`src/rtl/dispatch_ctrl.sv`:
```
// Dispatch stage: structural/WAW hazard checks against a register status table,
// registered FUST-row output, branch freeze and halt drain.
module dispatch_ctrl #(
    parameter int NUM_FU   = 5,
    parameter int NUM_REGS = 32,
    parameter int TAG_W    = 3,
    parameter int REG_W    = 5
) (
    input  logic               CLK,
    input  logic               nRST,
    input  logic               in_valid,
    output logic               in_ready,
    input  logic [TAG_W-1:0]   in_fu,
    input  logic [REG_W-1:0]   in_rd,
    input  logic [REG_W-1:0]   in_rs1,
    input  logic [REG_W-1:0]   in_rs2,
    input  logic               in_wr_en,
    input  logic               in_is_branch,
    input  logic               in_is_halt,
    input  logic [NUM_FU-1:0]  fu_busy,
    input  logic               wb_valid,
    input  logic [TAG_W-1:0]   wb_tag,
    input  logic [REG_W-1:0]   wb_rd,
    input  logic               branch_resolved,
    input  logic               branch_miss,
    output logic               disp_valid,
    output logic [TAG_W-1:0]   disp_fu,
    output logic [REG_W-1:0]   disp_rd,
    output logic               disp_wr_en,
    output logic [TAG_W-1:0]   disp_t1,
    output logic [TAG_W-1:0]   disp_t2,
    output logic               freeze,
    output logic               halt
);

    localparam logic [1:0] S_RUN     = 2'd0;
    localparam logic [1:0] S_BR_WAIT = 2'd1;
    localparam logic [1:0] S_DRAIN   = 2'd2;
    localparam logic [1:0] S_HALTED  = 2'd3;

    localparam logic [TAG_W-1:0] FU_LIM = TAG_W'(NUM_FU);

    logic [1:0]       state, state_nx;
    logic [TAG_W-1:0] rst_tab [NUM_REGS];

    logic             fu_hit, struct_haz, waw_haz, miss_now;
    logic             accept, disp_en, set_en, all_clear;
    logic [TAG_W-1:0] set_tag, eff_rd, eff_rs1, eff_rs2;

    // Tag as seen this cycle, with a matching writeback bypassed to "ready".
    function automatic logic [TAG_W-1:0] eff(input logic [REG_W-1:0] r);
        if (r == '0 || (wb_valid && wb_rd == r && wb_tag == rst_tab[r]))
            return '0;
        return rst_tab[r];
    endfunction

    always_comb begin
        eff_rd  = eff(in_rd);
        eff_rs1 = eff(in_rs1);
        eff_rs2 = eff(in_rs2);
    end

    always_comb begin
        fu_hit = 1'b0;
        for (int unsigned k = 0; k < NUM_FU; k++)
            if (in_fu == TAG_W'(k)) fu_hit = fu_busy[k];
    end

    always_comb begin
        all_clear = 1'b1;
        for (int unsigned r = 0; r < NUM_REGS; r++)
            if (rst_tab[r] != '0) all_clear = 1'b0;
    end

    always_comb begin
        struct_haz = fu_hit | (disp_valid & (disp_fu == in_fu)) | (in_fu >= FU_LIM);
        waw_haz    = in_wr_en & (in_rd != '0) & (eff_rd != '0);
        miss_now   = branch_resolved & branch_miss;
        in_ready   = nRST & (state == S_RUN) & ~miss_now &
                     (in_is_halt | (~struct_haz & ~waw_haz));
        accept     = in_valid & in_ready;
        disp_en    = accept & ~in_is_halt;
        set_en     = disp_en & in_wr_en & (in_rd != '0);
        set_tag    = in_fu + 1'b1;
        freeze     = (state == S_BR_WAIT) | (state == S_HALTED);
        halt       = (state == S_HALTED);
    end

    always_comb begin
        state_nx = state;
        case (state)
            S_RUN: begin
                if (accept && in_is_halt)        state_nx = S_DRAIN;
                else if (accept && in_is_branch) state_nx = S_BR_WAIT;
            end
            S_BR_WAIT: if (branch_resolved) state_nx = S_RUN;
            S_DRAIN:   if (all_clear && fu_busy == '0) state_nx = S_HALTED;
            default:   state_nx = S_HALTED;
        endcase
    end

    always_ff @(posedge CLK or negedge nRST) begin
        if (!nRST) state <= S_RUN;
        else       state <= state_nx;
    end

    // Dispatch write takes priority over a same-cycle writeback clear.
    always_ff @(posedge CLK or negedge nRST) begin
        if (!nRST) begin
            for (int unsigned r = 0; r < NUM_REGS; r++) rst_tab[r] <= '0;
        end else begin
            for (int unsigned r = 1; r < NUM_REGS; r++) begin
                if (set_en && in_rd == REG_W'(r))
                    rst_tab[r] <= set_tag;
                else if (wb_valid && wb_rd == REG_W'(r) && wb_tag == rst_tab[r])
                    rst_tab[r] <= '0;
            end
        end
    end

    always_ff @(posedge CLK or negedge nRST) begin
        if (!nRST) begin
            disp_valid <= 1'b0;
            disp_fu    <= '0;
            disp_rd    <= '0;
            disp_wr_en <= 1'b0;
            disp_t1    <= '0;
            disp_t2    <= '0;
        end else begin
            disp_valid <= disp_en;
            if (disp_en) begin
                disp_fu    <= in_fu;
                disp_rd    <= in_rd;
                disp_wr_en <= in_wr_en;
                disp_t1    <= eff_rs1;
                disp_t2    <= eff_rs2;
            end
        end
    end

endmodule

```
`config.mk`:
```
export PLATFORM = sky130hd
export DESIGN_NAME = dispatch_ctrl
export DESIGN_NICKNAME = d
export VERILOG_FILES = /design/src/rtl/dispatch_ctrl.sv
export SDC_FILE = /design/constraint.sdc
export NUM_CORES = 1
export LEC_CHECK = 0
export BUFFER_PORTS_ARGS = -buffer_cell sky130_fd_sc_hd__buf_2
export CORE_MARGIN = 2
export CORE_UTILIZATION = 45
export CTS_CLUSTER_DIAMETER = 120
export DETAILED_ROUTE_END_ITERATION = 7
export HOLD_SLACK_MARGIN = 0.08
export PLACE_DENSITY = 0.67
export SYNTH_ARGS = -nofsm -noshare
export SYNTH_HDL_FRONTEND = slang
export SYNTH_SLANG_ARGS = --single-unit
export TNS_END_PERCENT = 30
```
`constraint.sdc`:
```
create_clock -name CLK -period 3.32 [get_ports CLK]
set_input_delay 0.332 -clock CLK [delete_from_list [all_inputs] [get_ports CLK]]
set_output_delay 0.332 -clock CLK [all_outputs]
set_load 0.05 [all_outputs]
```
==> summary.md, run 1 <==
| Metric | Value |
|---|---|
| GPL Wtd Cong | `1.03` |
| Post_cts resized | `0` |
| Synth Flop Type | `dfrtp_1` |
| Final setup fails | `0` |
| Rows | `51` |
| Min-delay worst type | `input port to asynchronous set/reset pin` |
| GR Overflow Total | `0` |
| R2r startpoint | `rst_tab[23]$_DFFE_PN0P_` |
| HPWL after DPL | `23100 um` |
| Avg WL per Cell | `24.7 um` |
| Io pins | `59` |
| CTS tree | `yes` |
| Placed Instances | `1257` |
| Slew headroom | `45.8%` |
| Max Used Layer | `met4` |
| Share of cells above drive strength 1 | `22.6%` |
| Antenna-violating nets left | `0` |
| H-tree depth | `3` |
| F_max | `0.313 GHz` |
| Buffers inserted by post-CTS timing repair | `0` |
| TritonCTS Buffers | `9` |
| Final Hold Fails | `0` |
| Commonest cells after routing, fill and taps aside | `nand2_1 (145), dfrtp_1 (111), nor2_1 (76)` |
| Yosys cell types | `60` |
| Die footprint | `0.0213 mm2` |
| #FFs+latches synth | `111` |
| Slew at the pin closest to its max-slew limit | `811 ps` |
| Area Growth Syn to Fin | `11.2%` |
| Number of global-route vias before repair | `7890` |
| Worst EP arrival | `2860 ps` |
| CTS Sinks | `111` |
| Leak | `4.21 nW` |
| Reg2reg end | `disp_t1[1]$_DFFE_PN0P_` |
| Mapped Area | `0.00904 mm2` |
| Antenna Diode Count | `0` |
| Hold_buf cts | `0` |
| Status | `completed` |
| Global-route wire length before repair | `47900 um` |
| Routed metal-1 wire length | `12500 um` |
| Max-slew violation count | `0` |
| Critical path's top delay family | `compound AO/OA/AOI/OAI gates` |
| Die X | `146 um` |
| Async SR Flop Fraction | `100%` |
| Pwr dens | `353 mW/mm2` |
| Clock transition at path regs | `80 ps` |
| Slowest CP cell | `o41a_1` |
| # port buffers | `58` |
| Crit Path Category | `flop to output pin` |
| Max-capacitance violation count | `0` |
| Avg Inst Size Synth | `9.41 um2` |
| Buf/Inv on CP | `2` |
| TritonRoute pass-1 iters | `7` |
| Worst setup path startpoint | `rst_tab[23]$_DFFE_PN0P_` |
| Worst-path cell chain | `nor2b_1 -> a2111oi_0 -> buf_4 -> o41a_1 -> o31a_1 -> nor4b_4 -> a21oi_1 -> o21ai_1 -> clkbuf_4` |
| Nature of the critical path endpoint | `output pin` |
| Core Util, Final | `51.3%` |
| Total GRT Usage | `29.6%` |
| Fin crit period | `3200 ps` |
| Design area | `0.0101 mm2` |
| Final Hold Slack | `70.2 ps` |
| Required time worst endpoint | `2990 ps` |
| Startpoint type of the worst setup path | `flop` |
| Clock root buffer | `clkbuf_16` |
| Core area | `0.0196 mm2` |
| Met3 WL | `3840 um` |
| Drt total wl | `31400 um` |
| Post-Synthesis Cells | `961` |
| DRC viols | `0` |
| Initial antenna violation count | `0` |
| Commonest non-fill, non-tap cell in the layout | `nand2_1` |
| Worst VDD drop | `0.321 mV` |
| Routed vias/inst | `6.54` |
| Non-Filler Instances | `1273` |
| Nets | `1048` |
| Syn Nets | `1006` |
| Metal2 WL | `13800 um` |
| Largest net degree at the start of global routing | `112` |
| Clk_skew | `11.1 ps` |
| Starting density of the core | `46.2%` |
| YS warnings | `3` |
| CTS Buffer Depth | `2` |
| Reg2reg setup slack | `330 ps` |
| DR vias | `8325` |
| Worst r2r path cells | `9` |
| Clk_lat worst skew | `380 ps` |
| Crit path largest cell delay | `410 ps` |
| Setup TNS | `0 ps` |
| RSZ-0062 raised after global routing | `no` |
| Number of synthesized flops with an enable pin | `0` |
| CP max FO | `3` |
| Cell Area, Placed | `0.00974 mm2` |
| Final period utilization | `96.3%` |
| Sequential area share after synthesis | `30.7%` |
| DR iter-0 viols | `1125` |
| Die Ht | `146 um` |
flip-flops by register name (all words and copies together) (netlist names):
signal,cells
disp_wr_en,1
disp_fu,3
state,2
disp_valid,1
disp_rd,5
rst_tab,93
disp_t1,3
disp_t2,3
cell type report:
cell class,count,area (um2)
clock inverter,6,57.6
inverter,13,48.8
multi-input combinational,765,5880
timing repair buffer,103,721
tap,265,332
sequential,111,2780
clock buffer,10,239
fill,1855,9540
worst register-to-register path: cells and delay by family, from the launching register on:
family | cells | cell delay (ps)
AND/OR/NAND/NOR | 2 | 610
AO/OA/AOI/OAI | 4 | 1020
flip-flops | 1 | 350
buffers and inverters | 2 | 490
multiplexers | 1 | 400
through the flow:
stage	power (mW)	setup WS (ps)
2_1_floorplan	2.12	268
3_3_place_gp	2.41	137
3_5_place_dp	2.42	102
4_1_cts	3.54	77.3
5_1_grt	3.66	37.5
6_report	3.55	124
logic make-up (layout without fill, tap and decap cells):
| logic type | Yosys count | after routing | synth area share [%] |
|---|---|---|---|
| compound gates | 160 | 160 | 13.5 |
| xor+xnor | 115 | 115 | 11.1 |
| fa+ha+maj | 5 | 5 | 0.692 |
| buf+inv | 85 | 132 | 4.52 |
| flops | 111 | 111 | 30.7 |
| mux | 105 | 105 | 19.7 |
| simple gates | 380 | 380 | 19.8 |
synthesized netlist by cell type (2+ instances only):
| cell type | count | area (um2) |
|---|---|---|
| dfrtp_1 | 111 | 2780 |
| mux2_2 | 26 | 293 |
| o31a_1 | 2 | 17.5 |
| a31o_2 | 2 | 17.5 |
| nand2b_1 | 13 | 81.3 |
| or3_1 | 7 | 43.8 |
| nand2_1 | 145 | 544 |
| o21ai_0 | 50 | 250 |
| o221ai_1 | 3 | 26.3 |
| mux2_4 | 4 | 60.1 |
| nand3_1 | 36 | 180 |
| nor3_1 | 8 | 40.0 |
| nor4_1 | 5 | 31.3 |
| a211oi_1 | 4 | 30.0 |
| nor2_1 | 76 | 285 |
| or2_2 | 5 | 31.3 |
| or4_1 | 2 | 15.0 |
| mux2i_1 | 21 | 210 |
| buf_1 | 9 | 33.8 |
| a221oi_1 | 7 | 61.3 |
| and2_1 | 6 | 37.5 |
| clkbuf_1 | 38 | 143 |
| mux4_2 | 54 | 1220 |
| and3_1 | 4 | 25.0 |
| buf_6 | 7 | 78.8 |
| a31oi_1 | 5 | 31.3 |
| inv_1 | 13 | 48.8 |
| buf_2 | 13 | 65.1 |
| nor2b_1 | 22 | 138 |
| a21oi_1 | 7 | 35.0 |
| o31ai_1 | 36 | 270 |
| ha_1 | 5 | 62.6 |
| nand4_1 | 47 | 294 |
| a22oi_1 | 5 | 37.5 |
| xor2_1 | 62 | 543 |
| clkbuf_2 | 2 | 10.0 |
| o41ai_2 | 13 | 211 |
| a2111oi_0 | 7 | 61.3 |
| xnor2_1 | 53 | 464 |
| buf_4 | 2 | 15.0 |
| o22ai_1 | 3 | 18.8 |
| o21ai_1 | 3 | 15.0 |
worst max path at each step:
stage / end / slack (ps) / depth (start not counted)
after floorplan: in_ready / 270 / 9
after detailed placement: disp_fu[1]$_DFFE_PN0P_ / 100 / 10
after CTS: in_ready / 80 / 9
after global routing: in_ready / 40 / 9
final: in_ready / 120 / 9
after global placement: disp_t2[0]$_DFFE_PN0P_ / 140 / 10
routing by layer:
layer  track usage (%)  up-vias
li1                  -     3596
met1              40.7     4033
met2              44.2      600
met3              8.21       96
met4              12.1        0
met5                 0        -
power breakdown:
part	internal [mW]	total [mW]	switching (mW)
clock	0.552	1.14	0.585
sequential	1.42	1.47	0.0583
combinational	0.312	0.941	0.629
Note: power is estimated with default switching activity, not from simulation.
==> run 2, diff against run 1 <==
--- a/config.mk
+++ b/config.mk
@@ -5,6 +5,7 @@
 export SDC_FILE = /design/constraint.sdc
 export NUM_CORES = 1
 export LEC_CHECK = 0
+export ABC_AREA = 1
 export BUFFER_PORTS_ARGS = -buffer_cell sky130_fd_sc_hd__buf_2
 export CORE_MARGIN = 2
 export CORE_UTILIZATION = 45
==> summary.md, run 2 <==
| Metric | Value |
|---|---|
| Switch share | `32.1% (was 35.8%)` |
| Startpoint type of the worst setup path | `input port (was flop)` |
| Io pins | `59 (unchanged)` |
| Drt total wl | `40500 um (was 31400 um)` |
| H-tree depth | `3 (unchanged)` |
| F_max | `0.344 GHz (was 0.313 GHz)` |
| Placed Instances | `1760 (was 1257)` |
| Synth Area in Compound Gates | `20.9% (was 13.5%)` |
| Register name with the most flops | `rst_tab (unchanged)` |
| Clock transition at path regs | `80 ps (about the same)` |
| # port buffers | `58 (unchanged)` |
| Max-capacitance violation count | `0 (unchanged)` |
| #FFs+latches synth | `111 (unchanged)` |
| Antenna Diode Count | `0 (unchanged)` |
| Routed vias/inst | `6.33 (was 6.54)` |
| GR Overflow Total | `0 (unchanged)` |
| Nature of the critical path endpoint | `output pin (unchanged)` |
| Pre-CTS WS | `158 ps (was 102 ps)` |
| Final period utilization | `87.5% (was 96.3%)` |
| Sequential area share after synthesis | `29.8% (was 30.7%)` |
| Reg2reg setup slack | `480 ps (was 330 ps)` |
| Post_cts resized | `0 (unchanged)` |
| Mux cell area share after synthesis | `0% (was 19.7%)` |
| Initial antenna violation count | `1 (was 0)` |
| Mapped Area | `0.00934 mm2 (was 0.00904 mm2)` |
| Buffers inserted by post-CTS timing repair | `0 (unchanged)` |
| Hold_buf cts | `1 (was 0)` |
| Synth cell count leaders | `nand2_1 (348), nand3_1 (187), nor2_1 (139) (was nand2_1 (145), dfrtp_1 (111), nor2_1 (76))` |
| GR Layer Usage met3 | `7.72% (was 8.21%)` |
| Core Util, Final | `50.9% (was 51.3%)` |
| Setup TNS | `0 ps (unchanged)` |
| Largest net degree at the start of global routing | `69 (was 112)` |
| Global-route wire length before repair | `61500 um (was 47900 um)` |
| Min-delay worst type | `input port to flop (was input port to asynchronous set/reset pin)` |
| Starting density of the core | `46.0% (was 46.2%)` |
| Final Hold Fails | `0 (unchanged)` |
| Avg Inst Size Synth | `6.31 um2 (was 9.41 um2)` |
| Clk_lat worst skew | `370 ps (was 380 ps)` |
| Synth Area in Adders | `0.670% (was 0.692%)` |
| Commonest non-fill, non-tap cell in the layout | `nand2_1 (unchanged)` |
| Required time worst endpoint | `2990 ps (about the same)` |
| Synth Flop Type | `dfrtp_1 (unchanged)` |
| Status | `finished, violations left (was completed)` |
| Synth Area in XOR/XNOR | `2.63% (was 11.1%)` |
| Final Hold Slack | `266 ps (was 70.2 ps)` |
| Failing checks | `DRC` |
| Flop pwr share | `41.4% (was 41.5%)` |
| Worst VDD drop | `0.220 mV (was 0.321 mV)` |
| Fin crit period | `2910 ps (was 3200 ps)` |
| Synth area leader | `dfrtp_1 (unchanged)` |
| Share of cells above drive strength 1 | `9.69% (was 22.6%)` |
| Register Area | `0.00278 mm2 (unchanged)` |
| Max-slew violation count | `0 (unchanged)` |
| Clock root buffer | `clkbuf_16 (unchanged)` |
| Switching power | `1.05 mW (was 1.27 mW)` |
| Crit Path Category | `input port to output pin (was flop to output pin)` |
| Largest registers in the final layout | `rst_tab x93, disp_rd x5 (unchanged)` |
| Die footprint | `0.0219 mm2 (was 0.0213 mm2)` |
| Largest family of logic cells by synthesized area | `simple AND/OR/NAND/NOR gates (unchanged)` |
| GPL Wtd Cong | `1.09 (was 1.03)` |
| Die X | `148 um (was 146 um)` |
| Antenna-violating nets left | `0 (unchanged)` |
| Top cells by area, synth | `dfrtp_1 (30%), nand2_1 (14%), nand3_1 (10%), o21ai_0 (6.4%), nand4_1 (6.4%) (was dfrtp_1 (31%), mux4_2 (13%), nand2_1 (6.0%), xor2_1 (6.0%), xnor2_1 (5.1%))` |
| Grt met1 use | `51.4% (was 40.7%)` |
| Grt met2 use | `54.2% (was 44.2%)` |
| Yosys cell types | `38 (was 60)` |
| TritonRoute pass-1 iters | `8 (was 7)` |
| TritonCTS Buffers | `9 (unchanged)` |
| Setup ws final | `414 ps (was 124 ps)` |
| Total GRT Usage | `36.9% (was 29.6%)` |
| Syn Nets | `1525 (was 1006)` |
| Number of synthesized flops with an enable pin | `0 (unchanged)` |
| Final setup fails | `0 (unchanged)` |
| Flip-flop count of the largest register after layout | `93 (unchanged)` |
| Fill count | `2107 (was 1855)` |
| RSZ-0062 raised after global routing | `no (unchanged)` |
| Most frequent cell after synthesis | `nand2_1 (unchanged)` |
| CTS Sinks | `111 (unchanged)` |
| Pwr dens | `315 mW/mm2 (was 353 mW/mm2)` |
| Nets | `1547 (was 1048)` |
| Commonest cells after routing, fill and taps aside | `nand2_1 (348), nand3_1 (186), nor2_1 (139) (was nand2_1 (145), dfrtp_1 (111), nor2_1 (76))` |
| Leak | `4.71 nW (was 4.21 nW)` |
| Most Crowded Layer GR | `met2 (unchanged)` |
| Slew headroom | `34.1% (was 45.8%)` |
| Slew at the pin closest to its max-slew limit | `987 ps (was 811 ps)` |
| Number of global-route vias before repair | `10079 (was 7890)` |
| Non-Filler Instances | `1777 (was 1273)` |
| CTS tree | `yes (unchanged)` |
| Clock Power Share | `38.1% (was 32.0%)` |
| Post-Synthesis Cells | `1480 (was 961)` |
| Area Growth Syn to Fin | `10.7% (was 11.2%)` |
| HPWL after DPL | `29400 um (was 23100 um)` |
| Avg WL per Cell | `22.8 um (was 24.7 um)` |
| DRC viols | `1 (was 0)` |
| Logic pwr share | `20.4% (was 26.5%)` |
| Core area | `0.0203 mm2 (was 0.0196 mm2)` |
| YS warnings | `3 (unchanged)` |
| Clk_skew | `9.80 ps (was 11.1 ps)` |
| DR vias | `11243 (was 8325)` |
| Die Ht | `148 um (was 146 um)` |
| DR iter-0 viols | `1393 (was 1125)` |
| Share of the synthesized area in the top cell type | `29.8% (was 30.7%)` |
| Async SR Flop Fraction | `100% (unchanged)` |
| Worst EP arrival | `2570 ps (was 2860 ps)` |
| Rows | `52 (was 51)` |
| CTS Buffer Depth | `2 (unchanged)` |
| Simple-Gate Fraction of Synth Area | `37.6% (was 19.8%)` |
| Internal | `2.21 mW (was 2.28 mW)` |
| Multi-input logic area | `0.00577 mm2 (was 0.00588 mm2)` |
| CP max FO | `14 (was 3)` |
-- run 2: final cells by class --
type	count	share of cell area [%]
sequential	111	26.9
clock inverter	6	0.884
multi-input combinational	1168	55.8
inverter	98	3.58
clock buffer	10	2.31
tap	270	3.27
timing repair buffer	114	7.29
-- run 2: final timing paths --
path | startpoint | to | depth (start not counted)
max in group asynchronous | nRST | rst_tab[64]$_DFFE_PN0P_ | 3
setup / recovery | in_rd[1] | in_ready | 16
hold / removal | branch_resolved | state[0]$_DFFE_PN0P_ | 4
setup reg to reg | rst_tab[74]$_DFFE_PN0P_ | rst_tab[51]$_DFFE_PN0P_ | 20
min in group asynchronous | nRST | rst_tab[29]$_DFFE_PN0P_ | 2
hold reg to reg | disp_t2[0]$_DFFE_PN0P_ | disp_t2[0]$_DFFE_PN0P_ | 2
-- run 2: through the flow --
| step | power (mW) | instance area [um2] |
|---|---|---|
| 2_1_floorplan | 1.73 | 9340 |
| 3_3_place_gp | 2.01 | 10000 |
| 3_5_place_dp | 2.02 | 10000 |
| 4_1_cts | 3.26 | 10300 |
| 5_1_grt | 3.37 | 10300 |
| 6_report | 3.26 | 10300 |
-- run 2: worst max-delay path, cell delays in order --
cell      delay (ps)
buf_2            130
buf_4            220
nor2_1           470
nand3_1          130
nand2_1          100
inv_1             40
nand2_1           40
nor2_1            40
nand2_1          160
a21oi_1          100
nor2_1           120
nand2_1           80
nand2_1           60
nand2_1           60
a21boi_0         180
buf_2            290
-- run 2: routing by layer --
layer	up-vias	routed length, um
li1	5205	-
met1	5205	17000
met2	680	16900
met3	153	4300
met4	0	2260
met5	-	0
-- run 2: kinds of logic after synthesis --
logic type,Yosys count
simple gates,793
compound gates,342
fa+ha+maj,5
buf+inv,201
xor+xnor,28
flops,111
-- run 2: power groups by stage --
stage               Clock [mW]  Sequential [mW]  Combinational [mW]
floorplan                    0             1.38               0.357
global route              1.31             1.35               0.705
detailed placement           0             1.38               0.638
global placement             0             1.38               0.636
finish                    1.24             1.35               0.666
CTS                       1.27             1.35               0.642
==> run 3, diff against run 2 <==
--- a/config.mk
+++ b/config.mk
@@ -7,12 +7,15 @@
 export LEC_CHECK = 0
 export ABC_AREA = 1
 export BUFFER_PORTS_ARGS = -buffer_cell sky130_fd_sc_hd__buf_2
+export CELL_PAD_IN_SITES_DETAIL_PLACEMENT = 1
+export CELL_PAD_IN_SITES_GLOBAL_PLACEMENT = 1
 export CORE_MARGIN = 2
-export CORE_UTILIZATION = 45
+export CORE_UTILIZATION = 44
 export CTS_CLUSTER_DIAMETER = 120
 export DETAILED_ROUTE_END_ITERATION = 7
 export HOLD_SLACK_MARGIN = 0.08
-export PLACE_DENSITY = 0.67
+export PLACE_DENSITY = 0.86
+export SLEW_MARGIN = 10
 export SYNTH_ARGS = -nofsm -noshare
 export SYNTH_HDL_FRONTEND = slang
 export SYNTH_SLANG_ARGS = --single-unit
==> summary.md, run 3 (synthesis results as in run 2) <==
| Metric | Value |
|---|---|
| Nets | `1557 (was 1547)` |
| Share of cells above drive strength 1 | `10.3% (was 9.69%)` |
| Reg2reg end | `rst_tab[61]$_DFFE_PN0P_ (was rst_tab[51]$_DFFE_PN0P_)` |
| Setup TNS | `0 ps (unchanged)` |
| Switching power | `1.13 mW (was 1.05 mW)` |
| Clock Power Share | `36.3% (was 38.1%)` |
| TritonRoute pass-1 iters | `6 (was 8)` |
| Initial antenna violation count | `1 (unchanged)` |
| Drt total wl | `45300 um (was 40500 um)` |
| Nature of the critical path endpoint | `output pin (unchanged)` |
| Min-delay worst type | `input port to asynchronous set/reset pin (was input port to flop)` |
| Pwr dens | `309 mW/mm2 (was 315 mW/mm2)` |
| DR vias | `11859 (was 11243)` |
| Die X | `150 um (was 148 um)` |
| Core area | `0.0210 mm2 (was 0.0203 mm2)` |
| Commonest cells after routing, fill and taps aside | `nand2_1 (348), nand3_1 (186), nor2_1 (139) (unchanged)` |
| Startpoint type of the worst setup path | `flop (was input port)` |
| Internal | `2.09 mW (was 2.21 mW)` |
| DRC viols | `0 (was 1)` |
| Status | `completed (was finished, violations left)` |
| Required time worst endpoint | `2990 ps (about the same)` |
| Rows | `53 (was 52)` |
| Clock transition at path regs | `80 ps (about the same)` |
| Die Ht | `150 um (was 148 um)` |
| Die footprint | `0.0224 mm2 (was 0.0219 mm2)` |
| Final period utilization | `90.2% (was 87.5%)` |
| Worst EP arrival | `2660 ps (was 2570 ps)` |
| Logic pwr share | `21.7% (was 20.4%)` |
| Total GRT Usage | `40.6% (was 36.9%)` |
| Reg2reg setup slack | `420 ps (was 480 ps)` |
| # port buffers | `58 (unchanged)` |
| Area Growth Syn to Fin | `11.8% (was 10.7%)` |
| Leak | `4.77 nW (was 4.71 nW)` |
| CTS Buffer Depth | `2 (unchanged)` |
| Flip-flop count of the largest register after layout | `93 (unchanged)` |
| DR iter-0 viols | `1278 (was 1393)` |
| Routed vias/inst | `6.61 (was 6.33)` |
| Global-route wire length before repair | `68700 um (was 61500 um)` |
| Fill count | `2870 (was 2107)` |
| Switch share | `35.0% (was 32.1%)` |
| Final Hold Fails | `0 (unchanged)` |
| Fin crit period | `2990 ps (was 2910 ps)` |
| RSZ-0062 raised after global routing | `no (unchanged)` |
| Avg WL per Cell | `25.3 um (was 22.8 um)` |
| Max-capacitance violation count | `0 (unchanged)` |
| Max-slew violation count | `0 (unchanged)` |
| CTS Sinks | `111 (unchanged)` |
| Cell Area, Placed | `0.0101 mm2 (was 0.0100 mm2)` |
| F_max | `0.334 GHz (was 0.344 GHz)` |
| Final setup fails | `0 (unchanged)` |
| Io pins | `59 (unchanged)` |
| Clk_skew | `11.1 ps (was 9.80 ps)` |
| Slew headroom | `27.3% (was 34.1%)` |
| Flop pwr share | `41.9% (was 41.4%)` |
| Commonest non-fill, non-tap cell in the layout | `nand2_1 (unchanged)` |
| Largest net degree at the start of global routing | `63 (was 69)` |
| Number of global-route vias before repair | `11437 (was 10079)` |
| Clock root buffer | `clkbuf_16 (unchanged)` |
| Clk_lat worst skew | `380 ps (was 370 ps)` |
| CTS tree | `yes (unchanged)` |
| TritonCTS Buffers | `9 (unchanged)` |
| Buffers inserted by post-CTS timing repair | `0 (unchanged)` |
| H-tree depth | `3 (unchanged)` |
| Post_cts resized | `0 (unchanged)` |
| CP max FO | `6 (was 14)` |
| Starting density of the core | `44.6% (was 46.0%)` |
| HPWL after DPL | `32700 um (was 29400 um)` |
| Worst VDD drop | `0.251 mV (was 0.220 mV)` |
| Slew at the pin closest to its max-slew limit | `1090 ps (was 987 ps)` |
| R2r startpoint | `rst_tab[45]$_DFFE_PN0P_ (was rst_tab[74]$_DFFE_PN0P_)` |
| Register name with the most flops | `rst_tab (unchanged)` |
| GPL Wtd Cong | `1.11 (was 1.09)` |
| Antenna-violating nets left | `0 (unchanged)` |
| Worst r2r path cells | `21 (was 20)` |
| Hold_buf cts | `0 (was 1)` |
| Largest registers in the final layout | `rst_tab x93, disp_rd x5 (unchanged)` |
| GR Overflow Total | `0 (unchanged)` |
| Crit Path Category | `flop to output pin (was input port to output pin)` |
| Design area | `0.0104 mm2 (was 0.0103 mm2)` |
==> run 3: cell count changes in the layout (fill, tap and decap cells not counted), moves of 2 or more <==
cell,before,now
buf_12,3,7
buf_4,53,60
bufinv_16,2,0
diode_2,0,2
==> run 3: metal layers <==
| layer | share of wire [%] | global-route usage, % |
|---|---|---|
| met1 | 41 | 54.5 |
| met2 | 44 | 63.7 |
| met3 | 10 | 7.59 |
| met4 | 4.9 | 18.6 |
| met5 | 0 | 0 |
==> run 3: final cells by class <==
type                       instances  area (um2)  area share [%]
timing repair buffer             124         876            8.39
sequential                       111        2780            26.6
inverter                          98         370            3.55
multi-input combinational       1168        5770            55.3
clock buffer                      11         253            2.42
tap                              275         344            3.30
clock inverter                     5        45.0           0.432
antenna                            2        5.00          0.0480
==> run 3: worst max path at each step <==
stage	start	to	slack, ps	cells past startpoint
after detailed placement	in_fu[0]	rst_tab[61]$_DFFE_PN0P_	110	18
after global routing	rst_tab[45]$_DFFE_PN0P_	rst_tab[61]$_DFFE_PN0P_	130	21
after floorplan	in_fu[0]	in_ready	6	12
final	rst_tab[45]$_DFFE_PN0P_	in_ready	330	17
after global placement	in_rd[0]	rst_tab[50]$_DFFE_PN0P_	230	22
after CTS	rst_tab[45]$_DFFE_PN0P_	in_ready	430	17
==> run 3: worst max-delay path, stage by stage, from the launching register on <==
cell and delay, ps:
dfrtp_1 520, nand2_1 90, nand2_1 70, nand2_1 50
nand2_1 100, nand2_1 80, nand2_1 150, nor2_1 60
nand2_1 90, nand2_1 90, nand2_1 70, nand2_1 50
nor2_1 90, nand2_1 100, nand2_1 90, nand2_1 120
a21boi_0 180, buf_2 290
==> run 3: power groups by stage <==
stage / clock network [mW] / registers, mW / logic [mW]
2_1_floorplan: 0 / 1.38 / 0.357
4_1_cts: 1.18 / 1.35 / 0.673
6_report: 1.17 / 1.35 / 0.700
5_1_grt: 1.23 / 1.35 / 0.734
3_5_place_dp: 0 / 1.38 / 0.668
3_3_place_gp: 0 / 1.38 / 0.653
==> run 3: metrics by stage <==
step | instances | power, mW | hold WS [ps] | worst slack [ps] | utilization (%)
floorplan | 1480 | 1.73 | 36.4 | 6.18 | -
global placement | 1776 | 2.03 | 463 | 228 | 48.4
detailed placement | 1776 | 2.05 | 470 | 106 | 48.4
CTS | 1792 | 3.21 | 186 | 428 | 49.8
global route | 1792 | 3.31 | 205 | 129 | 49.8
finish | 1794 | 3.22 | 133 | 326 | 49.8
